`config.mk`:
```
export PLATFORM = sky130hd
export DESIGN_NAME = mem_wb_stage
export DESIGN_NICKNAME = d
export VERILOG_FILES = /design/src/rtl/mem_wb_stage_pkg.sv /design/src/rtl/mem_wb_stage_load_align.sv /design/src/rtl/mem_wb_stage.sv
export SDC_FILE = /design/constraint.sdc
export NUM_CORES = 1
export LEC_CHECK = 0
export BUFFER_PORTS_ARGS = -buffer_cell sky130_fd_sc_hd__clkbuf_2
export CORE_MARGIN = 2
export CORE_UTILIZATION = 47
export DETAILED_ROUTE_END_ITERATION = 10
export GPL_ROUTABILITY_DRIVEN = 0
export GPL_TIMING_DRIVEN = 1
export PLACE_DENSITY = 0.77
export SLEW_MARGIN = 10
export SYNTH_ARGS = -nofsm -noshare
export SYNTH_HDL_FRONTEND = slang
export SYNTH_HIERARCHICAL = 1
export SYNTH_SLANG_ARGS = --single-unit
```
`constraint.sdc`:
```
create_clock -name clk -period 2.7 [get_ports clk]
set_input_delay 0.135 -clock clk [delete_from_list [all_inputs] [get_ports clk]]
set_output_delay 0.135 -clock clk [all_outputs]
set_load 0.05 [all_outputs]
```
`src/rtl/mem_wb_stage_pkg.sv`:
```
// Shared bus-width macros and memory-select encodings for the MEM/WB stage
// and any other loader that reuses load_align.
`ifndef BUS_V
`define BUS_V
`define DATA_BUS     31:0
`define ADDR_BUS     31:0
`define REG_ADDR_BUS 4:0
`define MEM_SEL_BUS  3:0
`endif

package mem_wb_stage_pkg;

  localparam logic [3:0] MEM_SEL_BYTE = 4'b0001;
  localparam logic [3:0] MEM_SEL_HALF = 4'b0011;
  localparam logic [3:0] MEM_SEL_WORD = 4'b1111;

  typedef enum logic [1:0] {
    ACC_BYTE,
    ACC_HALF,
    ACC_WORD,
    ACC_BAD
  } acc_size_e;

  // Any encoding other than the three legal sizes is reported as ACC_BAD,
  // which the aligner treats exactly like a misaligned access.
  function automatic acc_size_e decode_sel(input logic [3:0] sel);
    case (sel)
      MEM_SEL_BYTE: return ACC_BYTE;
      MEM_SEL_HALF: return ACC_HALF;
      MEM_SEL_WORD: return ACC_WORD;
      default:      return ACC_BAD;
    endcase
  endfunction

endpackage

```
`src/rtl/mem_wb_stage_load_align.sv`:
```
// load_align: picks the byte/half/word lane out of a memory word and
// zero- or sign-extends it; flags misaligned or illegal-size accesses.
module load_align
  import mem_wb_stage_pkg::*;
#(
  parameter int DATA_W = 32
) (
  input  logic [DATA_W-1:0] i_word,
  input  logic [1:0]        i_addr,
  input  logic [3:0]        i_sel,
  input  logic              i_sign_ext,
  output logic [DATA_W-1:0] o_data,
  output logic              o_misaligned
);

  logic [7:0]  w_byte;
  logic [15:0] w_half;

  assign w_byte = i_word[{i_addr, 3'b000} +: 8];
  assign w_half = i_word[{i_addr[1], 4'b0000} +: 16];

  // NOTE: every output gets a default before the case so no path leaves
  // a value unassigned, which would otherwise infer a latch.
  always_comb begin
    o_data       = '0;
    o_misaligned = 1'b0;
    case (decode_sel(i_sel))
      ACC_BYTE: o_data = {{(DATA_W-8){i_sign_ext & w_byte[7]}}, w_byte};
      ACC_HALF: begin
        if (i_addr[0]) o_misaligned = 1'b1;
        else           o_data = {{(DATA_W-16){i_sign_ext & w_half[15]}}, w_half};
      end
      ACC_WORD: begin
        if (i_addr != 2'b00) o_misaligned = 1'b1;
        else                 o_data = i_word;
      end
      default:  o_misaligned = 1'b1;
    endcase
  end

endmodule

```
`src/rtl/mem_wb_stage.sv`:
```
// MEM->WB pipeline register and write-back stage. Define MEM_WB_RETIRE_CNT_EN
// to add the retire_cnt output counting retired non-bubble instructions.
module mem_wb_stage
  import mem_wb_stage_pkg::*;
#(
  parameter int DATA_W = 32,
  parameter int REG_AW = 5
) (
  input  logic                 clk,
  input  logic                 rst_n,
  input  logic                 stall,
  input  logic                 flush,
  input  logic                 mem_read_flag_in,
  input  logic                 mem_write_flag_in,
  input  logic                 mem_sign_ext_flag_in,
  input  logic [`MEM_SEL_BUS]  mem_sel_in,
  input  logic [DATA_W-1:0]    result_in,
  input  logic                 reg_write_en_in,
  input  logic [REG_AW-1:0]    reg_write_addr_in,
  input  logic [DATA_W-1:0]    current_pc_addr_in,
  input  logic [DATA_W-1:0]    ram_read_data,
  output logic                 reg_write_en,
  output logic [REG_AW-1:0]    reg_write_addr,
  output logic [DATA_W-1:0]    reg_write_data,
  output logic [DATA_W-1:0]    current_pc_addr_out,
  output logic                 wb_load_flag
`ifdef MEM_WB_RETIRE_CNT_EN
  ,
  output logic [31:0]          retire_cnt
`endif
);

  logic              r_mem_read;
  logic              r_sign_ext;
  logic [3:0]        r_sel;
  logic [DATA_W-1:0] r_result;
  logic              r_reg_we;
  logic [REG_AW-1:0] r_reg_waddr;
  logic [DATA_W-1:0] r_pc;
  logic              r_hold_valid;
  logic [DATA_W-1:0] r_hold_data;

  logic              w_stage_moves;
  logic [DATA_W-1:0] w_load_word;
  logic [DATA_W-1:0] w_aligned;
  logic              w_misaligned;
  logic              w_unused_store;

  // Stores never write the register file on their own, so the flag has no
  // consumer in this stage.
  assign w_unused_store = mem_write_flag_in;

  assign w_stage_moves = flush | ~stall;

  // NOTE: sequential state uses non-blocking assignments so every register
  // samples pre-edge values regardless of block ordering.
  always_ff @(posedge clk or negedge rst_n) begin
    if (!rst_n) begin
      r_mem_read  <= 1'b0;
      r_sign_ext  <= 1'b0;
      r_sel       <= '0;
      r_result    <= '0;
      r_reg_we    <= 1'b0;
      r_reg_waddr <= '0;
      r_pc        <= '0;
    end else if (flush) begin
      r_mem_read  <= 1'b0;
      r_sign_ext  <= 1'b0;
      r_sel       <= '0;
      r_result    <= '0;
      r_reg_we    <= 1'b0;
      r_reg_waddr <= '0;
      r_pc        <= '0;
    end else if (!stall) begin
      r_mem_read  <= mem_read_flag_in;
      r_sign_ext  <= mem_sign_ext_flag_in;
      r_sel       <= mem_sel_in;
      r_result    <= result_in;
      r_reg_we    <= reg_write_en_in;
      r_reg_waddr <= reg_write_addr_in;
      r_pc        <= current_pc_addr_in;
    end
  end

  // The RAM only presents read data for one cycle; the first stalled edge of
  // a load freezes it here so write-back data survives the whole stall.
  always_ff @(posedge clk or negedge rst_n) begin
    if (!rst_n) begin
      r_hold_valid <= 1'b0;
      r_hold_data  <= '0;
    end else if (w_stage_moves) begin
      r_hold_valid <= 1'b0;
    end else if (r_mem_read && !r_hold_valid) begin
      r_hold_valid <= 1'b1;
      r_hold_data  <= ram_read_data;
    end
  end

  assign w_load_word = r_hold_valid ? r_hold_data : ram_read_data;

  load_align #(.DATA_W(DATA_W)) u_load_align (
    .i_word       (w_load_word),
    .i_addr       (r_result[1:0]),
    .i_sel        (r_sel),
    .i_sign_ext   (r_sign_ext),
    .o_data       (w_aligned),
    .o_misaligned (w_misaligned)
  );

  always_comb begin
    reg_write_data = r_result;
    reg_write_en   = r_reg_we;
    if (r_mem_read) begin
      reg_write_data = w_aligned;
      reg_write_en   = r_reg_we & ~w_misaligned;
    end
    if (r_reg_waddr == '0) reg_write_en = 1'b0;
  end

  assign reg_write_addr      = r_reg_waddr;
  assign current_pc_addr_out = r_pc;
  assign wb_load_flag        = r_mem_read;

`ifdef MEM_WB_RETIRE_CNT_EN
  logic [31:0] r_retire_cnt;

  // A bubble is recognisable by a zero PC with no register write.
  always_ff @(posedge clk or negedge rst_n) begin
    if (!rst_n) begin
      r_retire_cnt <= '0;
    end else if (!stall && !flush && ((r_pc != '0) || r_reg_we)) begin
      r_retire_cnt <= r_retire_cnt + 32'd1;
    end
  end

  assign retire_cnt = r_retire_cnt;
`endif

endmodule

```
Word-level counts from Yosys, hierarchy flattened --
Cells that the tools add are included. Widths: inputs -> output; s select.
Storage, ports and cells: flip-flop bits (word level) 109, bits of input ports 113, output and inout port bits 71, word-level logic and storage cells 58
Cells by class: equal/unequal tests 6, shifts and indexed selects 2, mux-type cells 27, bitwise operators 7, reductions and logical operators 7
Operator list (count):
- $mux 32 | 8
- $pmux 32 s3 | 1
- $shiftx 32x6->16 | 1
- $shiftx 32x6->8 | 1
- $mux 1 | 12
- $mux 5 | 2
- $mux 4 | 2
- $pmux 2 s3 | 1
- $logic_not 5->1 | 1
- $eq 4x1->1 const B | 1
- $eq 4x2->1 const B | 1
- $eq 4x4->1 const B | 1
- $reduce_bool 2->1 | 2
- $and 1x1->1 | 3
- $not 1->1 | 3
- $pmux 1 s3 | 1
- $eq 2x1->1 const B | 1
- $eq 2x2->1 const B | 1
- $logic_not 2->1 | 1
- $ne 2x1->1 const B | 1
- $reduce_and 2->1 | 1
- $logic_and 1x1->1 | 1
- $logic_not 1->1 | 1
- $or 1x1->1 | 1

Logic depth before layout (Yosys ltp) --
Gate-level depths: netlist of the first run.
depth after elaboration 8, depth in mapped cells 9, depth with buffers taken out 6

Cells and area by module --
The synthesis of the first run kept the hierarchy.
Modules (own cells, without submodules):
- mem_wb_stage | instances 1, cells each 394, area an instance 5056.1 µm², seq. area each 2727.6 µm²
- load_align | instances 1, cells each 97, area an instance 747.0 µm², seq. area each 0.0 µm²

Worst setup path after synthesis of the first run --
OpenSTA, ideal clock, no wires.
path type register to output, start point register r_hold_valid, end point output port reg_write_data[10], arrival 2.591 ns, data required time 2.565 ns, slack -0.026 ns, stages on the path, launching flop included 10, buffers on the path 3, cells stage by stage dfrtp_1 > clkbuf_1 > buf_2 > mux2_2 > mux4_2 > nor2b_4 > and2_4 > buf_6 > a221o_1 > mux2_2
On the way: word-level cells in the longest chain between the ends 5, elaborated cells between the ends (all ways) 8, classes of those cells 2 x shift; 5 x mux; 1 x bitwise
RTL lines:
- start: declaration | line mem_wb_stage.sv:40 | logic r_hold_valid;
- start signal: assignment | line mem_wb_stage.sv:89 | r_hold_valid <= 1'b0;
- start signal: assignment | line mem_wb_stage.sv:92 | r_hold_valid <= 1'b0;
- start signal: assignment | line mem_wb_stage.sv:94 | r_hold_valid <= 1'b1;
- $mux 32 | line mem_wb_stage.sv:99 | assign w_load_word = r_hold_valid ? r_hold_data : ram_read_data;
- named net w_load_word[23] | line mem_wb_stage.sv:44 | logic [DATA_W-1:0] w_load_word;
- $shiftx 32x6->8 | line mem_wb_stage_load_align.sv:19 | assign w_byte = i_word[{i_addr, 3'b000} +: 8];
- $and 1x1->1 | line mem_wb_stage_load_align.sv:28 | ACC_BYTE: o_data = {{(DATA_W-8){i_sign_ext & w_byte[7]}}, w_byte};
- $pmux 32 s3 | line mem_wb_stage_load_align.sv:27 | case (decode_sel(i_sel))
- named net w_aligned[10] | line mem_wb_stage.sv:45 | logic [DATA_W-1:0] w_aligned;
- $mux 32 | line mem_wb_stage.sv:113 | if (r_mem_read) begin
- end: declaration | line mem_wb_stage.sv:24 | output logic [DATA_W-1:0] reg_write_data,
The timed path passes the listed nets, and every way through them passes these cells.

Final worst setup path of the first run --
start point register r_hold_valid, end point output port reg_write_data[14]
The elaborated chain is that of the path after synthesis.

==> reports/summary.txt, run 1 <==
Outcome -> finished, violations left
Violated checks -> setup timing
Fmax -> 341 MHz
Top cell by count, worst path -> mux2_4
Fillcell total -> 861
First-pass GRT wire length -> 26,100 µm
CP Capture Type -> output pin
Crit start category -> flop
Synth cell types -> 31
Critical path class -> flop to output pin
VDD IR max -> 0.372 mV
Clock Skew -> 0.00628 ns
Rows -> 40
RSZ-0062 raised after global routing -> true
1st-pass router iterations -> 4
Slack of the critical path -> -0.234 ns
Area occupied by multi-input gates -> 0.00319 mm²
DR DRC count -> 0
Gr usage total -> 25.9%
Number of CTS-inserted buffers -> 9
Via count -> 4,736
DP Area -> 0.00696 mm²
Crit path max fanout -> 8
Die X -> 115 µm
Final ANT Viol Nets -> 0
Final period utilization -> 109%
CP peak stage delay -> 0.47 ns
Leak pwr -> 0.00414 µW
Worst-path cell chain -> buf_6, mux2_4, mux4_2, nor2b_4, and2_4, a221o_1, mux2_4, clkbuf_16
CP required -> 2.57 ns
Final Hold Vio Count -> 0
Dominant cells by area after synthesis -> dfrtp_1 (47%), mux2i_1 (13%), mux2_2 (13%), mux2_1 (5.8%), nor2_1 (5.2%)
Pwr Density -> 528 mW/mm²
Clk buf depth -> 2
Yosys warning total -> 6
Yosys top cell area share -> 47.0%
Net Count, Synth -> 604
Aggregate routed wire length -> 17,100 µm
Final min period -> 2.93 ns
Starting Density -> 48.3%
Most frequent cells in the layout -> clkbuf_2 (149), dfrtp_1 (108), nor2_1 (80)
FF+latch count, synth -> 109
Setup total negative slack -> -4.24 ns
Die Height -> 115 µm
Most common cell after layout, fill and taps aside -> clkbuf_2
Worst skew pair latency -> 0.35 ns
Fin area -> 0.00829 mm²
Worst Path Arrival -> 2.80 ns
CTS sink cnt -> 109
Slew of the pin with the lowest slew margin -> 0.797 ns
WL per Instance -> 20.1 µm
Non-filler cells, final -> 852
Dpl ws -> 0.0104 ns
Syn Area/Cell -> 11.8 µm²
P&R area growth vs syn -> 42.9%
Max cap viols -> 0
Critical path's top delay family -> multiplexers
Worst-path clk slew -> 0.07 ns
Nets -> 813
Initial drt markers -> 341
Dpl hpwl -> 11,800 µm
Buffers plus inverters on the worst setup path -> 2
Layout cells sized above 1 -> 49.9%
Slew headroom -> 46.9%
Buffers added on ports -> 182
Cells after Synth -> 491
Largest net degree at the start of global routing -> 78
Depth of the CTS H-tree -> 3
Sequential share of the synthesized area -> 47.0%
Mapped Area -> 0.00580 mm²
CTS tree -> done
Placed cells -> 811
Grt total ovfl -> 0
Drt via density -> 5.56
Ant. Diodes -> 0
Die Footprint -> 0.0133 mm²
Number of top-level pins -> 184
Slew Limit Fails -> 0
Seq. cell area -> 0.00273 mm²
Final setup fails -> 30
Cell taking the most area after synthesis -> dfrtp_1
CTS root buf -> clkbuf_16
Antenna violations before repair -> 0
CORE AREA -> 0.0120 mm²
Slowest CP cell -> mux4_2
Worst min path class -> primary input to flop
Vias in the first global route -> 4,901
worst reg2reg max path, stage by stage, from the launching register on:
cell and delay [ns]:
dfrtp_2 0.42, buf_6 0.15, buf_4 0.14, buf_4 0.13
nor4bb_4 0.26, buf_4 0.43, mux2_1 0.40
registers in the layout (all words and copies together) (netlist names):
register / count
r_sign_ext: 1
r_hold_valid: 1
wb_load_flag: 1
reg_write_addr: 5
current_pc_addr_out: 32
r_result: 32
r_sel: 4
r_reg_we: 1
r_hold_data: 32
layout make-up:
class                   instances  area share, %
clock inverters                 7          0.664
well taps                     147           2.22
flip-flops and latches        109           32.9
multi-input cells             342           38.5
clock buffers                   9           2.72
inverters                       2         0.0905
repair buffers                236           22.9
repair_timing:
item	CTS	global route
endpoints found under the hold margin	56	0
buffers inserted	13	8
gates resized for setup	150	48
pin swaps	13	5
hold buffers	2	0
endpoints found under the setup margin	31	31
gates cloned	2	1
cells in the mapped netlist, drive strengths merged:
cell and n:
and4bb 1, a221oi 1, a21boi 1, o211ai 1, o22a 1, nand3 1, dfrtp 109, a21oi 3
mux2 99, nor2b 7, and2 1, nand4bb 1, nor3b 2, mux4 7, buf 25, inv 2
nor3 1, nor4bb 1, mux2i 78, clkbuf 14, nor4b 1, o21ai 18, nor2 80, nand2 20
or4b 1, a221o 15
logic make-up (layout without fill, tap and decap cells):
group | count (synthesis) | after routing | synth area share, %
multiplexers | 184 | 184 | 35.4
buffers and inverters | 41 | 254 | 3.75
AND/OR/NAND/NOR | 117 | 117 | 8.90
AO/OA/AOI/OAI | 40 | 41 | 4.96
flip-flops | 109 | 109 | 47.0
metrics by stage:
step           hold slack [ns]  total power, µW  utilization [%]
6_report                0.0158             4380             69.1
5_1_grt                 0.0128             4570             69.1
4_1_cts                0.00669             4320             66.9
3_5_place_dp             0.238             2880             57.9
3_3_place_gp             0.237             2840             57.9
2_1_floorplan           -0.161             2560                -
where the power goes:
group	leakage [µW]	switching [µW]	internal (µW)
sequential	0.00141	107	1830
combinational	0.00259	620	546
clock	0.000139	640	640
total	0.00414	1370	3010
final timing paths:
check | endpoint | cells after the start | slack, ns | from
worst max-delay path | reg_write_data[14] | 8 | -0.23 | r_hold_valid
worst min-delay path | r_hold_data[18] | 2 | 0.02 | ram_read_data[18]
worst max register to register | r_hold_data[2] | 6 | 0.65 | r_hold_valid
worst min register to register | r_hold_data[21] | 1 | 0.48 | r_hold_data[21]
max in group asynchronous | r_hold_valid | 3 | 1.49 | rst_n
min in group asynchronous | r_hold_data[17] | 2 | 0.38 | rst_n
metal layers:
metal	track usage, %	part of all wire [%]	vias to the layer above
met5	0	0	-
met4	9.80	3.1	0
met3	7.12	7.3	35
met2	43.0	50	208
met1	32.3	39	2323
li1	-	-	2170
(Power assumes the default switching activity.)
==> inputs of run 2 (changes only) <==
- MAX_ROUTING_LAYER: not set -> met4
==> reports/summary.txt, run 2 (synthesized netlist as in run 1, its figures left out) <==
Die X -> 115 µm (unchanged)
Critical path class -> flop to output pin
Slew Limit Fails -> 0 (unchanged)
CTS sink cnt -> 109 (unchanged)
Worst Path Arrival -> 2.80 ns (about the same)
Critical path's top delay family -> multiplexers
Clock Skew -> 0.00643 ns (+0.000147 ns)
Worst-path cell chain -> buf_6, mux2_4, mux4_2, nor2b_4, and2_4, a221o_1, mux2_4, clkbuf_16
Buffers plus inverters on the worst setup path -> 2 (unchanged)
Clk buf depth -> 2 (unchanged)
Depth of the CTS H-tree -> 3 (unchanged)
CTS root buf -> clkbuf_16
Final period utilization -> 109% (+0.12 points)
Drt via density -> 5.59 (+0.53%)
VDD IR max -> 0.375 mV (+0.87%)
Buffers added on ports -> 182 (unchanged)
Vias in the first global route -> 4,928 (+0.55%)
Top cell by count, worst path -> mux2_4
Pwr Density -> 529 mW/mm² (+0.14%)
Number of CTS-inserted buffers -> 9 (unchanged)
Most common cell after layout, fill and taps aside -> clkbuf_2
Final ANT Viol Nets -> 0 (unchanged)
Crit. Startpoint -> r_hold_valid
Aggregate routed wire length -> 17,200 µm (+0.42%)
R2r startpoint -> r_hold_valid
DP Area -> 0.00696 mm² (unchanged)
1st-pass router iterations -> 8 (+4)
Dpl hpwl -> 11,800 µm (unchanged)
Crit path max fanout -> 8 (unchanged)
Nets -> 813 (unchanged)
Violated checks -> setup timing
Fillcell total -> 861 (unchanged)
Worst skew pair latency -> 0.35 ns (about the same)
Non-filler cells, final -> 852 (unchanged)
Initial drt markers -> 315 (-7.6%)
First-pass GRT wire length -> 26,100 µm (-0.10%)
Max cap viols -> 0 (unchanged)
Reg2reg path depth -> 6 (unchanged)
DR DRC count -> 0 (unchanged)
Outcome -> finished, violations left
Number of top-level pins -> 184 (unchanged)
Fin area -> 0.00829 mm² (unchanged)
CP peak stage delay -> 0.47 ns (about the same)
Worst R2R Setup Slack -> 0.66 ns (about the same)
Ant. Diodes -> 0 (unchanged)
R2R Path End -> r_hold_data[2]
Slowest CP cell -> mux4_2
CP Capture Type -> output pin
Layout cells sized above 1 -> 49.9% (unchanged)
Hold Crit Start -> ram_read_data[18]
Rows -> 40 (unchanged)
Antenna violations before repair -> 0 (unchanged)
Fmax -> 340 MHz (-0.11%)
Largest net degree at the start of global routing -> 78 (unchanged)
Gr usage total -> 26.7% (+0.81 points)
Via count -> 4,761 (+0.53%)
Most frequent cells in the layout -> clkbuf_2 (149), dfrtp_1 (108), nor2_1 (80)
RSZ-0062 raised after global routing -> true
Final Hold Vio Count -> 0 (unchanged)
CP required -> 2.57 ns (about the same)
CORE AREA -> 0.0120 mm² (unchanged)
Die Height -> 115 µm (unchanged)
Fin util -> 69.1% (unchanged)
WL per Instance -> 20.2 µm (+0.42%)
Slew headroom -> 46.5% (-0.40 points)
Pwr Total -> 4380 µW (+0.14%)
Worst-path clk slew -> 0.07 ns (about the same)
Slew of the pin with the lowest slew margin -> 0.803 ns (+0.00596 ns)
Grt total ovfl -> 0 (unchanged)
Area occupied by multi-input gates -> 0.00319 mm² (unchanged)
Slack of the critical path -> -0.238 ns (-0.00337 ns)
Hold Path Cell Cnt -> 2 (unchanged)
Die Footprint -> 0.0133 mm² (unchanged)
Seq. cell area -> 0.00273 mm² (unchanged)
Final setup fails -> 31 (+3.3%)
P&R area growth vs syn -> 42.9% (unchanged)
Starting Density -> 48.3% (unchanged)
Worst min path class -> primary input to flop
Crit start category -> flop
CTS tree -> done
Hold endpoint -> r_hold_data[18]
Placed cells -> 811 (unchanged)
Final min period -> 2.94 ns (+0.00337 ns)
Leak pwr -> 0.00414 µW (unchanged)
[run 2: cell counts in the layout (fill, tap and decap cells not counted)]
No cell type changed its count.
[run 2: worst register-to-register path, cell delays in order, from the launching register on]
cell,delay [ns]
dfrtp_2,0.42
buf_6,0.15
buf_4,0.14
buf_4,0.13
nor4bb_4,0.26
buf_4,0.42
mux2_1,0.40
[run 2: through the flow]
step	worst slack, ns	TNS (ns)	hold WS, ns
finish	-0.238	-4.25	0.0155
global route	-0.293	-6.58	0.0128
CTS	-0.211	-4.01	0.00669
detailed placement	0.0104	0	0.238
global placement	0.0499	0	0.237
floorplan	0.00374	0	-0.161
[run 2: metal layers]
layer  vias up  wire, µm  GRT usage, %
met5         -         0             -
met4         0       658          9.80
met3        52      1180          6.22
met2       234      8640          43.0
met1      2312      6740          32.9
li1       2163         -             -
[run 2: cell type report]
| class | count | area share, % |
|---|---|---|
| multi-input combinational | 342 | 38.5 |
| sequential | 109 | 32.9 |
| timing repair buffer | 236 | 22.9 |
| clock inverter | 7 | 0.664 |
| tap | 147 | 2.22 |
| inverter | 2 | 0.0905 |
| clock buffer | 9 | 2.72 |
[run 2: worst max path at each step]
| stage | endpoint | slack (ns) | cells after the start |
|---|---|---|---|
| floorplan | reg_write_data[10] | 0.004 | 9 |
| global placement | reg_write_data[8] | 0.05 | 7 |
| detailed placement | reg_write_data[3] | 0.01 | 7 |
| CTS | reg_write_data[11] | -0.21 | 8 |
| global route | reg_write_data[14] | -0.29 | 8 |
| finish | reg_write_data[14] | -0.24 | 8 |
[run 2: what timing repair did]
action                                  4_1_cts  5_1_grt
endpoints found under the setup margin       31       31
endpoints found under the hold margin        56        0
buffers inserted                             13        8
pin swaps                                    13        5
cloned                                        2        1
gates resized for setup                     150       48
hold buffers                                  2        0
[run 2: report_power, final]
part,leakage (µW),internal [µW],switching (µW)
Sequential,0.00141,1830,108
Combinational,0.00259,546,620
Clock,0.000139,640,644
Total,0.00414,3010,1370
==> inputs of run 3 (changes only) <==
- TNS_END_PERCENT: not set -> 5
==> reports/summary.txt, run 3 (synthesized netlist as in run 1, its figures left out) <==
Outcome -> finished, violations left
Violated checks -> setup timing
Final min period -> 2.93 ns (-0.00756 ns)
Via count -> 4,581 (-3.8%)
CP required -> 2.57 ns (about the same)
Antenna violations before repair -> 0 (unchanged)
Rows -> 40 (unchanged)
Worst min path class -> primary input to flop
Critical path class -> flop to output pin
Crit start category -> flop
Most frequent cells in the layout -> clkbuf_2 (149), dfrtp_1 (108), nor2_1 (80)
R2R Path End -> r_hold_data[2]
Fin util -> 63.9% (-5.2 points)
CTS sink cnt -> 109 (unchanged)
Grt total ovfl -> 0 (unchanged)
Leak pwr -> 0.00387 µW (-6.5%)
Layout cells sized above 1 -> 46.1% (-3.8 points)
Ant. Diodes -> 0 (unchanged)
Number of top-level pins -> 184 (unchanged)
Slew of the pin with the lowest slew margin -> 0.798 ns (-0.00423 ns)
Worst Path Arrival -> 2.80 ns (about the same)
Final Hold Vio Count -> 0 (unchanged)
Fmax -> 341 MHz (+0.26%)
WL per Instance -> 19.1 µm (-5.4%)
Reg2reg path depth -> 6 (unchanged)
Starting Density -> 48.3% (unchanged)
DR DRC count -> 0 (unchanged)
Placed cells -> 811 (unchanged)
Dpl ws -> 0.0104 ns (unchanged)
Worst skew pair latency -> 0.35 ns (about the same)
Vias in the first global route -> 4,776 (-3.1%)
Aggregate routed wire length -> 15,900 µm (-7.4%)
Dpl hpwl -> 11,800 µm (unchanged)
Die X -> 115 µm (unchanged)
Clock Skew -> 0.00687 ns (+0.000442 ns)
Nets -> 795 (-2.2%)
Final ANT Viol Nets -> 0 (unchanged)
Pwr Total -> 4220 µW (-3.7%)
Hold Path Cell Cnt -> 2 (unchanged)
VDD IR max -> 0.386 mV (+2.7%)
RSZ-0062 raised after global routing -> true
Drt via density -> 5.49 (-1.7%)
Final period utilization -> 109% (-0.28 points)
Non-filler cells, final -> 834 (-2.1%)
Worst-path clk slew -> 0.08 ns (about the same)
Hold endpoint -> r_hold_data[18]
Buffers added on ports -> 182 (unchanged)
Slack of the critical path -> -0.230 ns (+0.00756 ns)
CP Capture Type -> output pin
Worst R2R Setup Slack -> 0.67 ns (about the same)
Depth of the CTS H-tree -> 3 (unchanged)
Max cap viols -> 0 (unchanged)
Crit path max fanout -> 8 (unchanged)
P&R area growth vs syn -> 32.2%
Gr usage total -> 25.4% (-1.3 points)
Die Footprint -> 0.0133 mm² (unchanged)
Clk buf depth -> 2 (unchanged)
Crit. Startpoint -> r_hold_valid
Initial drt markers -> 293 (-7.0%)
Number of CTS-inserted buffers -> 9 (unchanged)
CTS tree -> done
Final setup fails -> 16 (-48%)
Slew Limit Fails -> 0 (unchanged)
Die Height -> 115 µm (unchanged)
Largest net degree at the start of global routing -> 78 (unchanged)
Most common cell after layout, fill and taps aside -> clkbuf_2
CTS root buf -> clkbuf_16
First-pass GRT wire length -> 24,800 µm (-4.8%)
Hold Crit Start -> ram_read_data[18]
1st-pass router iterations -> 4 (-4)
CORE AREA -> 0.0120 mm² (unchanged)
Slew headroom -> 46.8% (+0.28 points)
Pwr Density -> 551 mW/mm² (+4.1%)
R2r startpoint -> r_hold_valid
run 3: cell count changes in the layout (fill, tap and decap cells not counted), moves of 2 or more:
cell       change
o21ai_4        -7
mux2_4        -23
buf_8          -6
o21ai_2        -9
clkbuf_8       +3
mux2_2        +23
o21ai_1       +15
buf_6          +2
clkbuf_16     -14
buf_4          -3
run 3: repair_timing:
item	CTS	global route
hold buffers	2	0
gates resized for setup	68	62
endpoints found under the hold margin	56	0
cloned	1	0
buffers inserted	4	0
endpoints found under the setup margin	31	31
run 3: layout make-up:
class,count,area (µm²)
Timing Repair Buffer,219,1510
Clock inverter,7,55.1
Multi-Input combinational cell,341,2960
Sequential cell,109,2730
Tap cell,147,184
Fill cell,957,4340
Clock buffer,9,225
Inverter,2,7.51
run 3: per-stage QoR:
stage | TNS [ns] | instance area [µm²] | hold slack [ns]
after floorplan | 0 | 5810 | -0.161
after global placement | 0 | 6960 | 0.237
after global routing | -4.11 | 7670 | 0.0140
after detailed placement | 0 | 6960 | 0.238
final | -2.57 | 7670 | 0.0129
after CTS | -2.66 | 7560 | 0.00669
run 3: worst max path at each step:
stage / end / slack [ns] / cells after the start
2_1_floorplan: reg_write_data[10] / 0.004 / 9
3_3_place_gp: reg_write_data[8] / 0.05 / 7
3_5_place_dp: reg_write_data[3] / 0.01 / 7
4_1_cts: reg_write_data[11] / -0.21 / 8
5_1_grt: reg_write_data[14] / -0.29 / 8
6_report: reg_write_data[14] / -0.23 / 8
run 3: power breakdown:
group / total, µW / switching (µW) / internal [µW]
Sequential: 1930 / 103 / 1830
Combinational: 1010 / 570 / 444
Clock: 1280 / 642 / 640
Total: 4220 / 1320 / 2910
run 3: critical path, cell delays in order, from the launching register on:
cell       delay, ns
dfrtp_2         0.41
buf_4           0.16
mux2_4          0.31
mux4_2          0.46
nor2b_4         0.14
and2_4          0.18
a221o_1         0.29
mux2_4          0.30
clkbuf_16       0.18
run 3: metal layers:
layer	vias up	track usage, %	wire [µm]
met5	-	-	0
met4	0	10.2	461
met3	35	5.90	1020
met2	185	40.1	8030
met1	2238	31.6	6430
li1	2123	-	-
